<file path="config.mk">
export PLATFORM = sky130hd
export DESIGN_NAME = neo_mc_detector
export DESIGN_NICKNAME = d
export VERILOG_FILES = /design/src/rtl/neo_pkg.sv /design/src/rtl/neo_kernel.sv /design/src/rtl/neo_mc_detector.sv
export SDC_FILE = /design/constraint.sdc
export NUM_CORES = 2
export LEC_CHECK = 0
export CAP_MARGIN = 20
export CORE_MARGIN = 4
export CORE_UTILIZATION = 70
export DETAILED_ROUTE_END_ITERATION = 6
export MAX_ROUTING_LAYER = met4
export PLACE_DENSITY = 0.95
export SYNTH_ARGS = -nofsm -noshare
export SYNTH_HDL_FRONTEND = slang
export SYNTH_SLANG_ARGS = --single-unit
</file>
<file path="constraint.sdc">
create_clock -name clk -period 15.68 [get_ports clk]
set_clock_uncertainty 0.15 [all_clocks]
set_input_delay 3.136 -clock clk [delete_from_list [all_inputs] [get_ports clk]]
set_output_delay 3.136 -clock clk [all_outputs]
set_load 0.02 [all_outputs]
</file>
<file path="src/rtl/neo_pkg.sv">
`timescale 1ns/1ps
// Shared helpers for the multi-channel NEO spike detector: saturation,
// channel-index width and the result record layout.
package neo_pkg;

  localparam int NEO_MAX_CW = 8;
  localparam int NEO_MAX_W  = 64;

  typedef struct packed {
    logic [NEO_MAX_CW-1:0]       chan;
    logic signed [NEO_MAX_W-1:0] energy;
    logic                        spike;
  } neo_res_t;

  function automatic int chan_width(input int c);
    return (c > 1) ? $clog2(c) : 1;
  endfunction

  // Clamp a signed value into the signed range of 'width' bits (width < 64).
  function automatic logic signed [63:0] sat_signed(input logic signed [63:0] value,
                                                    input int                 width);
    logic signed [63:0] max_v;
    logic signed [63:0] min_v;
    max_v = (64'sd1 <<< (width - 1)) - 64'sd1;
    min_v = -(64'sd1 <<< (width - 1));
    if (value > max_v) begin
      return max_v;
    end else if (value < min_v) begin
      return min_v;
    end
    return value;
  endfunction

endpackage

</file>
<file path="src/rtl/neo_kernel.sv">
`timescale 1ns/1ps
// Two-stage NEO arithmetic: products of the taps, then saturated difference.
// psi_sat is the combinational stage-2 value, psi_q the held result.
module neo_kernel
  import neo_pkg::*;
#(
  parameter int N = 16,
  parameter int M = 32
) (
  input  logic                clk,
  input  logic                reset,
  input  logic                ld1,
  input  logic                ld2,
  input  logic signed [N-1:0] x0,
  input  logic signed [N-1:0] xk,
  input  logic signed [N-1:0] x2k,
  output logic signed [M-1:0] psi_sat,
  output logic signed [M-1:0] psi_q
);

  localparam int PW = 2 * N;

  logic signed [PW-1:0] sq_q, sq_d;
  logic signed [PW-1:0] pr_q, pr_d;
  logic signed [PW:0]   diff;
  logic signed [M-1:0]  psi_d;

  always_comb begin
    sq_d = sq_q;
    pr_d = pr_q;
    if (ld1) begin
      sq_d = PW'(xk) * PW'(xk);
      pr_d = PW'(x0) * PW'(x2k);
    end
    // One extra bit keeps sq - pr exact before clamping to M bits.
    diff    = (PW + 1)'(sq_q) - (PW + 1)'(pr_q);
    psi_sat = M'(sat_signed(64'(diff), M));
    psi_d   = ld2 ? psi_sat : psi_q;
  end

  always_ff @(posedge clk or negedge reset) begin
    if (!reset) begin
      sq_q  <= '0;
      pr_q  <= '0;
      psi_q <= '0;
    end else begin
      sq_q  <= sq_d;
      pr_q  <= pr_d;
      psi_q <= psi_d;
    end
  end

endmodule

</file>
<file path="src/rtl/neo_mc_detector.sv">
`timescale 1ns/1ps
// Time-multiplexed k-step NEO spike detector: per-channel delay lines, warm-up
// gating, thresholding with a per-channel refractory period, valid/ready stream.
module neo_mc_detector
  import neo_pkg::*;
#(
  parameter int N       = 16,
  parameter int M       = 32,
  parameter int C       = 4,
  parameter int K       = 1,
  parameter int REFRACT = 8,
  localparam int CW     = chan_width(C)
) (
  input  logic                clk,
  input  logic                reset,
  input  logic signed [M-1:0] thresh,
  input  logic                in_valid,
  output logic                in_ready,
  input  logic [CW-1:0]       in_chan,
  input  logic signed [N-1:0] in_data,
  output logic                out_valid,
  input  logic                out_ready,
  output logic [CW-1:0]       out_chan,
  output logic signed [M-1:0] out_energy,
  output logic                out_spike,
  output logic                ready
);

  localparam int T  = 2 * K + 1;
  localparam int FW = $clog2(T + 1);
  localparam int RW = (REFRACT > 0) ? $clog2(REFRACT + 1) : 1;
  localparam logic [FW-1:0] FILL_FULL = FW'(T);
  localparam logic [FW-1:0] FILL_LAST = FW'(T - 1);
  localparam logic [RW-1:0] REFR_LOAD = RW'(REFRACT);

  logic signed [N-1:0] taps_q [C][T];
  logic signed [N-1:0] taps_d [C][T];
  logic [FW-1:0]       fill_q [C];
  logic [FW-1:0]       fill_d [C];
  logic [RW-1:0]       refr_q [C];
  logic [RW-1:0]       refr_d [C];

  logic          s1_valid_q, s1_valid_d;
  logic [CW-1:0] s1_chan_q, s1_chan_d;
  logic          out_valid_q, out_valid_d;
  logic [CW-1:0] out_chan_q, out_chan_d;
  logic          out_spike_q, out_spike_d;
  logic          ready_q, ready_d;

  logic                adv, accept, chan_ok, emit, ld1, ld2, spike;
  logic signed [N-1:0] tap_k, tap_2k;
  logic signed [M-1:0] psi_sat;
  logic [C-1:0]        chan_full;

  assign in_ready = ~out_valid_q | out_ready;
  assign adv      = in_ready;

  generate
    if (C == (1 << CW)) begin : g_chan_pow2
      assign chan_ok = 1'b1;
    end else begin : g_chan_cmp
      assign chan_ok = (in_chan < CW'(C));
    end
  endgenerate

  generate
    for (genvar gi = 0; gi < C; gi++) begin : g_full
      assign chan_full[gi] = (fill_q[gi] == FILL_FULL);
    end
  endgenerate

  always_comb begin
    taps_d = taps_q;
    fill_d = fill_q;
    refr_d = refr_q;
    accept = in_valid && in_ready;
    // Post-shift taps K and 2K are the current taps K-1 and 2K-1.
    tap_k  = taps_q[in_chan][K-1];
    tap_2k = taps_q[in_chan][2*K-1];
    emit   = chan_ok && (fill_q[in_chan] >= FILL_LAST);
    if (accept && chan_ok) begin
      for (int t = T - 1; t > 0; t--) begin
        taps_d[in_chan][t] = taps_q[in_chan][t-1];
      end
      taps_d[in_chan][0] = in_data;
      if (fill_q[in_chan] != FILL_FULL) begin
        fill_d[in_chan] = fill_q[in_chan] + FW'(1);
      end
    end

    ld1        = accept && emit;
    s1_valid_d = adv ? ld1 : s1_valid_q;
    s1_chan_d  = ld1 ? in_chan : s1_chan_q;

    ld2         = adv && s1_valid_q;
    spike       = (psi_sat > thresh) && (refr_q[s1_chan_q] == '0);
    out_valid_d = adv ? s1_valid_q : out_valid_q;
    out_chan_d  = ld2 ? s1_chan_q : out_chan_q;
    out_spike_d = ld2 ? spike : out_spike_q;
    if (ld2) begin
      if (spike) begin
        refr_d[s1_chan_q] = REFR_LOAD;
      end else if (refr_q[s1_chan_q] != '0) begin
        refr_d[s1_chan_q] = refr_q[s1_chan_q] - RW'(1);
      end
    end

    ready_d = ready_q | (&chan_full);
  end

  always_ff @(posedge clk or negedge reset) begin
    if (!reset) begin
      for (int c = 0; c < C; c++) begin
        for (int t = 0; t < T; t++) begin
          taps_q[c][t] <= '0;
        end
        fill_q[c] <= '0;
        refr_q[c] <= '0;
      end
      s1_valid_q  <= 1'b0;
      s1_chan_q   <= '0;
      out_valid_q <= 1'b0;
      out_chan_q  <= '0;
      out_spike_q <= 1'b0;
      ready_q     <= 1'b0;
    end else begin
      taps_q      <= taps_d;
      fill_q      <= fill_d;
      refr_q      <= refr_d;
      s1_valid_q  <= s1_valid_d;
      s1_chan_q   <= s1_chan_d;
      out_valid_q <= out_valid_d;
      out_chan_q  <= out_chan_d;
      out_spike_q <= out_spike_d;
      ready_q     <= ready_d;
    end
  end

  neo_kernel #(.N(N), .M(M)) u_kernel (
    .clk     (clk),
    .reset   (reset),
    .ld1     (ld1),
    .ld2     (ld2),
    .x0      (in_data),
    .xk      (tap_k),
    .x2k     (tap_2k),
    .psi_sat (psi_sat),
    .psi_q   (out_energy)
  );

  assign out_valid = out_valid_q;
  assign out_chan  = out_chan_q;
  assign out_spike = out_spike_q;
  assign ready     = ready_q;

endmodule

</file>
# Word level (Yosys, flattened, before mapping)
# Index checks and enable logic that the tools add are counted.
dict set report op_classes {
  eq_ne 5
  n_reduce_logical 12
  muxes 31
  multipliers 2
  bitwise_logic 8
  order_cmp 8
  addsub 3
}
# op n
set op_table {}
lappend op_table {{$bwmux 192} 3}
lappend op_table {{$demux 48 s2} 3}
lappend op_table {{$mux 48} 3}
lappend op_table {{$mux 32} 4}
lappend op_table {{$bmux 48 s2} 1}
lappend op_table {{$mul 16x16->32} 2}
lappend op_table {{$mux 16} 3}
lappend op_table {{$gt 33x32->1 const B} 1}
lappend op_table {{$lt 33x32->1 const B} 1}
lappend op_table {{$sub 32x32->33} 1}
lappend op_table {{$gt 32x32->1} 1}
lappend op_table {{$bwmux 16} 1}
lappend op_table {{$and 12x12->12} 1}
lappend op_table {{$mux 4} 3}
lappend op_table {{$not 12->12} 1}
lappend op_table {{$bmux 4 s2} 1}
lappend op_table {{$bwmux 8} 1}
lappend op_table {{$demux 4 s2} 1}
lappend op_table {{$eq 2x2->1 const B} 4}
lappend op_table {{$ge 3x3->1 const B} 2}
lappend op_table {{$logic_and 1x1->1} 6}
lappend op_table {{$lt 3x1->1 const B} 2}
lappend op_table {{$mux 2} 3}
lappend op_table {{$not 2->3} 2}
lappend op_table {{15 further kinds} 18}
dict set report word_totals {
  out_inout_bits 38
  register_bits 320
  input_bits 54
  elab_cells 98
}

# Longest topological paths before layout
dict set report depth {
  ltp_word 9
  depth_mapped 31
}

# Hierarchy
# Synthesis repeated with hierarchy kept, for this count alone.
dict set report unflattened {
  cells_unflattened 3276
  hier_area_um2 32215.9
}
# module area_per_inst_um2 n_inst cells_per_inst
set by_module_without_submodules {}
lappend by_module_without_submodules {neo_kernel 24282.0 1 2685}
lappend by_module_without_submodules {neo_mc_detector 7933.9 1 591}

# Worst setup path after synthesis
# OpenSTA, ideal clock, no wires.
dict set report synth_timing {
  path_type {input-to-reg}
  from {in in_chan[1]}
  to {reg u_kernel.sq_q[31]}
  cell_stages 27
  slack_ns 5.467
  arrival_ns 9.934
  required_ns 15.401
  path_cell_list {clkbuf_1 buf_2 buf_2 mux2i_1 nand2_1 o21ai_0 clkinv_1 nand2_1 inv_1 fa_1 inv_1 fa_1 fa_1 fa_1 fa_1 inv_1 fa_1 ha_1 a21o_1 a21oi_1 o221ai_1 a22o_1 a2111oi_1 o21bai_1 a21oi_1 xnor2_1 o21ai_1}
}
dict set report synth_via {
  elab_chain_len 6
}
# element line_no
set synth_lines {}
lappend synth_lines {{start, declared} neo_mc_detector.sv:19} ;# input logic [CW-1:0] in_chan,
lappend synth_lines {{$not 2->3 (implied by the code) *} {neo_mc_detector.sv:78, neo_mc_detector.sv:80}}
lappend synth_lines {{branches (longest 5 deep; another with $mul 16x16->32)} n/a}
lappend synth_lines {{end signal, assigned} neo_kernel.sv:47} ;# sq_q <= sq_d;
lappend synth_lines {{end, declared} neo_kernel.sv:23} ;# logic signed [PW-1:0] sq_q, sq_d;
# Every way passes the cells marked *. The select of a mux whose other input is x is not followed.
# A chain may end at the register's enable or synchronous reset.

# Worst setup path after layout
dict set report layout_timing {
  from {in in_chan[0]}
  to {reg u_kernel.pr_q[30]}
}
dict set report layout_via {
  elab_chain_len 6
}
# element line_no
set layout_lines {}
lappend layout_lines {{$not 2->3 (implied by the code) *} {neo_mc_detector.sv:79, neo_mc_detector.sv:80}}
lappend layout_lines {{branches (longest 5 deep; another with $mul 16x16->32)} n/a}
lappend layout_lines {{end signal, assigned} neo_kernel.sv:48} ;# pr_q <= pr_d;
lappend layout_lines {{end, declared} neo_kernel.sv:24} ;# logic signed [PW-1:0] pr_q, pr_d;
# Marks and branches as above.

==> flow_summary_export.csv <==
group,metric,value,unit
clock_tree,post_cts_buffers,0,
cells_and_area,finalNetCount,4172,
sta,fin_crit_sh,70.5,%
sta,slew_headroom,21.6,%
synth,synth-edff-count,0,
sta,max_freq,90.5,MHz
detailed_routing,wirelength,85900,um
grt,grt_pass1_wl,139000,um
synth,synth_most_common_cell,"inv_1",
place,port_buffers,91,
detailed_routing,first_iter_violations,2870,
sta,slew_violations,0,
sta,finalSetupViolCount,0,
die,ios,92,
detailed_routing,wire_per_inst,21.4,um
die,core_area,45400,um2
cells_and_area,drive_gt1_share,7.51,%
die,initial_utilization,70.7,%
sta,setup_tns,0,ns
sta,rsz0062_at_grt,"no",
setup_path,critPathRequiredTime,15.95,ns
synth,ys_warn_count,0,
detailed_routing,ant_nets,0,
clock_tree,cts_resized,0,
clock_tree,cts_tree,"yes",
grt,grt.overflow.total,0,
clock_tree,htreeDepth,1,
synth,synth_ff_type,"dfrtp_1",
synth,yosysTopAreaCell,"fa_1",
setup_path,worst_setup_path_end_kind,"flop",
synth,synth_cell_types,85,
setup_path,cp-start-kind,"input port",
clock_tree,tritoncts.num_buffers,27,
cells_and_area,syn2layout_area_growth,6.89,%
synth,synth_common_cells,"687 x inv_1, 501 x fa_1, 419 x nand2_1, 255 x dfrtp_1, 231 x ha_1",
synth,synth.avg_cell_area,9.48,um2
detailed_routing,vias_per_cell,6.31,
clock_tree,clk_pin_slew,0.06,ns
sta,hold_viol_final,0,
clock_tree,cts.sinks,255,
status,violations,"DRC",
flow_run,drv_cap,0,
sta,min_period,11.05,ns
synth,synth-async-reset-ratio,100,%
detailed_routing,drtPass1Iterations,7,
cells_and_area,antenna_cells,0,
synth,synth-seq-area-share,19.9,%
synth,synth.cell_area,32100,um2
cells_and_area,fill_cells,2640,
die,die_w,222,um
grt,grt_usage,36.1,%
setup_path,worstPathArrival,11.32,ns
die,die-area,49300,um2
clock_tree,cts_hold_buf,0,
clock_tree,clockBufferDepth,3,
synth,syn_nets,4172,
synth,ys_ff_latch,255,
clock_tree,ctsRootBufferMaster,"clkbuf_16",
worst_hold_path,hold_class,"flop to flop",
grt,grt_antenna_before_repair,0,
grt,first_global_vias,27000,
die,die_h,222,um
setup_path,critPathMaxFanout,57,
grt,grt_start_max_net_pins,102,
synth,syn_inst,3386,
detailed_routing,drc,76,
synth,synth_area_leaders,"fa_1 31%, dfrtp_1 20%, ha_1 9.0%, inv_1 8.0%, nand2_1 4.9%",
sta,tightestPinTransition,1.17,ns
detailed_routing,vias,25300,
place,hpwl,62100,um
die,row_count,78,
setup_path,critPathKind,"input port to flop",
status,status,"finished with violations",
clock_tree,clk_latency,0.59,ns
synth,synth_top_cell_area_share,31.3,%
place,place_congestion,0.984,
[kinds of logic (layout without fill, tap and decap cells)]
kind of cell / count (synthesis) / count (layout) / synth area share [%]
and+or+nand+nor: 835 / 835 / 12.0
buffers and inverters: 834 / 855 / 9.94
xor gates and xnor gates: 101 / 101 / 2.76
muxes: 143 / 143 / 5.71
AOI/OAI and AO/OA: 484 / 484 / 9.32
DFF: 255 / 255 / 19.9
adders and majority gates: 734 / 734 / 40.3
[path summary, 6_finish.rpt]
kind | startpoint | end | slack (ns) | cells after the start
worst max-delay path | in_chan[0] | u_kernel.pr_q[30] | 4.63 | 23
worst min-delay path | u_kernel.pr_q[9] | u_kernel.pr_q[9] | 0.33 | 2
worst max register to register | taps_q[65] | u_kernel.pr_q[30] | 7.62 | 21
worst min register to register | u_kernel.pr_q[9] | u_kernel.pr_q[9] | 0.33 | 2
max in group asynchronous | reset | taps_q[188] | 10.82 | 4
min in group asynchronous | reset | u_kernel.psi_q[14] | 2.47 | 1
[critical path: stages]
cell and delay (ns):
buf_2 0.07, buf_4 0.62, mux4_2 0.81, nand2_1 0.20, inv_1 0.13, fa_1 0.74, fa_1 0.44, inv_1 0.35
fa_1 0.56, fa_1 0.57, fa_1 0.45, fa_1 0.50, inv_1 0.05, ha_1 0.44, nand3_1 0.20, nor4_1 0.52
nand2_1 0.10, a2bb2oi_1 0.17, a21oi_1 0.35, a31oi_1 0.24, o21bai_1 0.24, mux2i_1 0.22, o311ai_0 0.15
[cell usage in the layout, fill, tap and decap left out, types with 5 or more instances in the layout]
| master | instances |
|---|---|
| inv_1 | 687 |
| fa_1 | 501 |
| nand2_1 | 417 |
| dfrtp_1 | 255 |
| ha_1 | 231 |
| o21ai_0 | 177 |
| nor2_1 | 152 |
| and2_1 | 109 |
| a21oi_1 | 105 |
| mux2_2 | 101 |
| clkdlybuf4s50_1 | 88 |
| xnor2_1 | 65 |
| a21o_1 | 37 |
| xor2_1 | 36 |
| nand2b_1 | 28 |
| clkbuf_16 | 27 |
| nor3_1 | 25 |
| mux4_2 | 22 |
| buf_4 | 21 |
| o21ai_1 | 20 |
| o21a_1 | 20 |
| mux2i_1 | 20 |
| a21oi_2 | 19 |
| nand3_1 | 18 |
| o21bai_1 | 18 |
| nand4_1 | 15 |
| a211oi_1 | 14 |
| o31ai_1 | 12 |
| o211ai_1 | 11 |
| a31oi_1 | 10 |
| nand2_4 | 10 |
| nor2b_1 | 9 |
| and3_1 | 8 |
| or4_1 | 7 |
| clkinv_2 | 7 |
| a211o_1 | 6 |
| or3_1 | 6 |
| nor3b_1 | 5 |
[registers in the layout, indices dropped and copies added, names as in the netlist, 2 cells and up]
signal          count
taps_q            128
u_kernel.pr_q      32
u_kernel.psi_q     32
u_kernel.sq_q      31
refr_q             16
fill_q              8
out_chan            2
s1_chan_q           2
[per-stage QoR]
stage	util, %	setup WS [ns]	cell area (um2)	hold slack (ns)	std cells
after global routing	75.6	4.42	34300	0.360	4007
after CTS	75.5	4.86	34300	0.334	4006
after floorplan	-	5.47	32100	0.295	3386
after detailed placement	73.4	4.46	33300	0.315	3956
final	75.6	4.63	34300	0.328	4007
after global placement	73.4	4.77	33300	0.307	3956
[area by class of cell]
class	instances	area, um2	share of cell area, %
Inverter	692	2600	7.58
Clock inverter	18	224	0.653
Sequential cell	255	6380	18.6
Clock buffer	32	724	2.11
Tap cell	600	751	2.19
Timing Repair Buffer	113	1090	3.18
Multi-Input combinational cell	2297	22500	65.7
[metal layers]
layer  wire, um  part of all wire, %  vias to the layer above  global-route usage (%)
li1           -                    -                    10600                       -
met1      29700                   35                    12500                    43.6
met2      41200                   48                     1655                    57.2
met3       7750                  9.0                      592                    6.13
met4       7240                  8.4                        0                    21.8
met5          0                    0                        -                       -
Power is not shown: default switching activity piles up to over one toggle a cycle in this logic, so the estimate is an artifact.
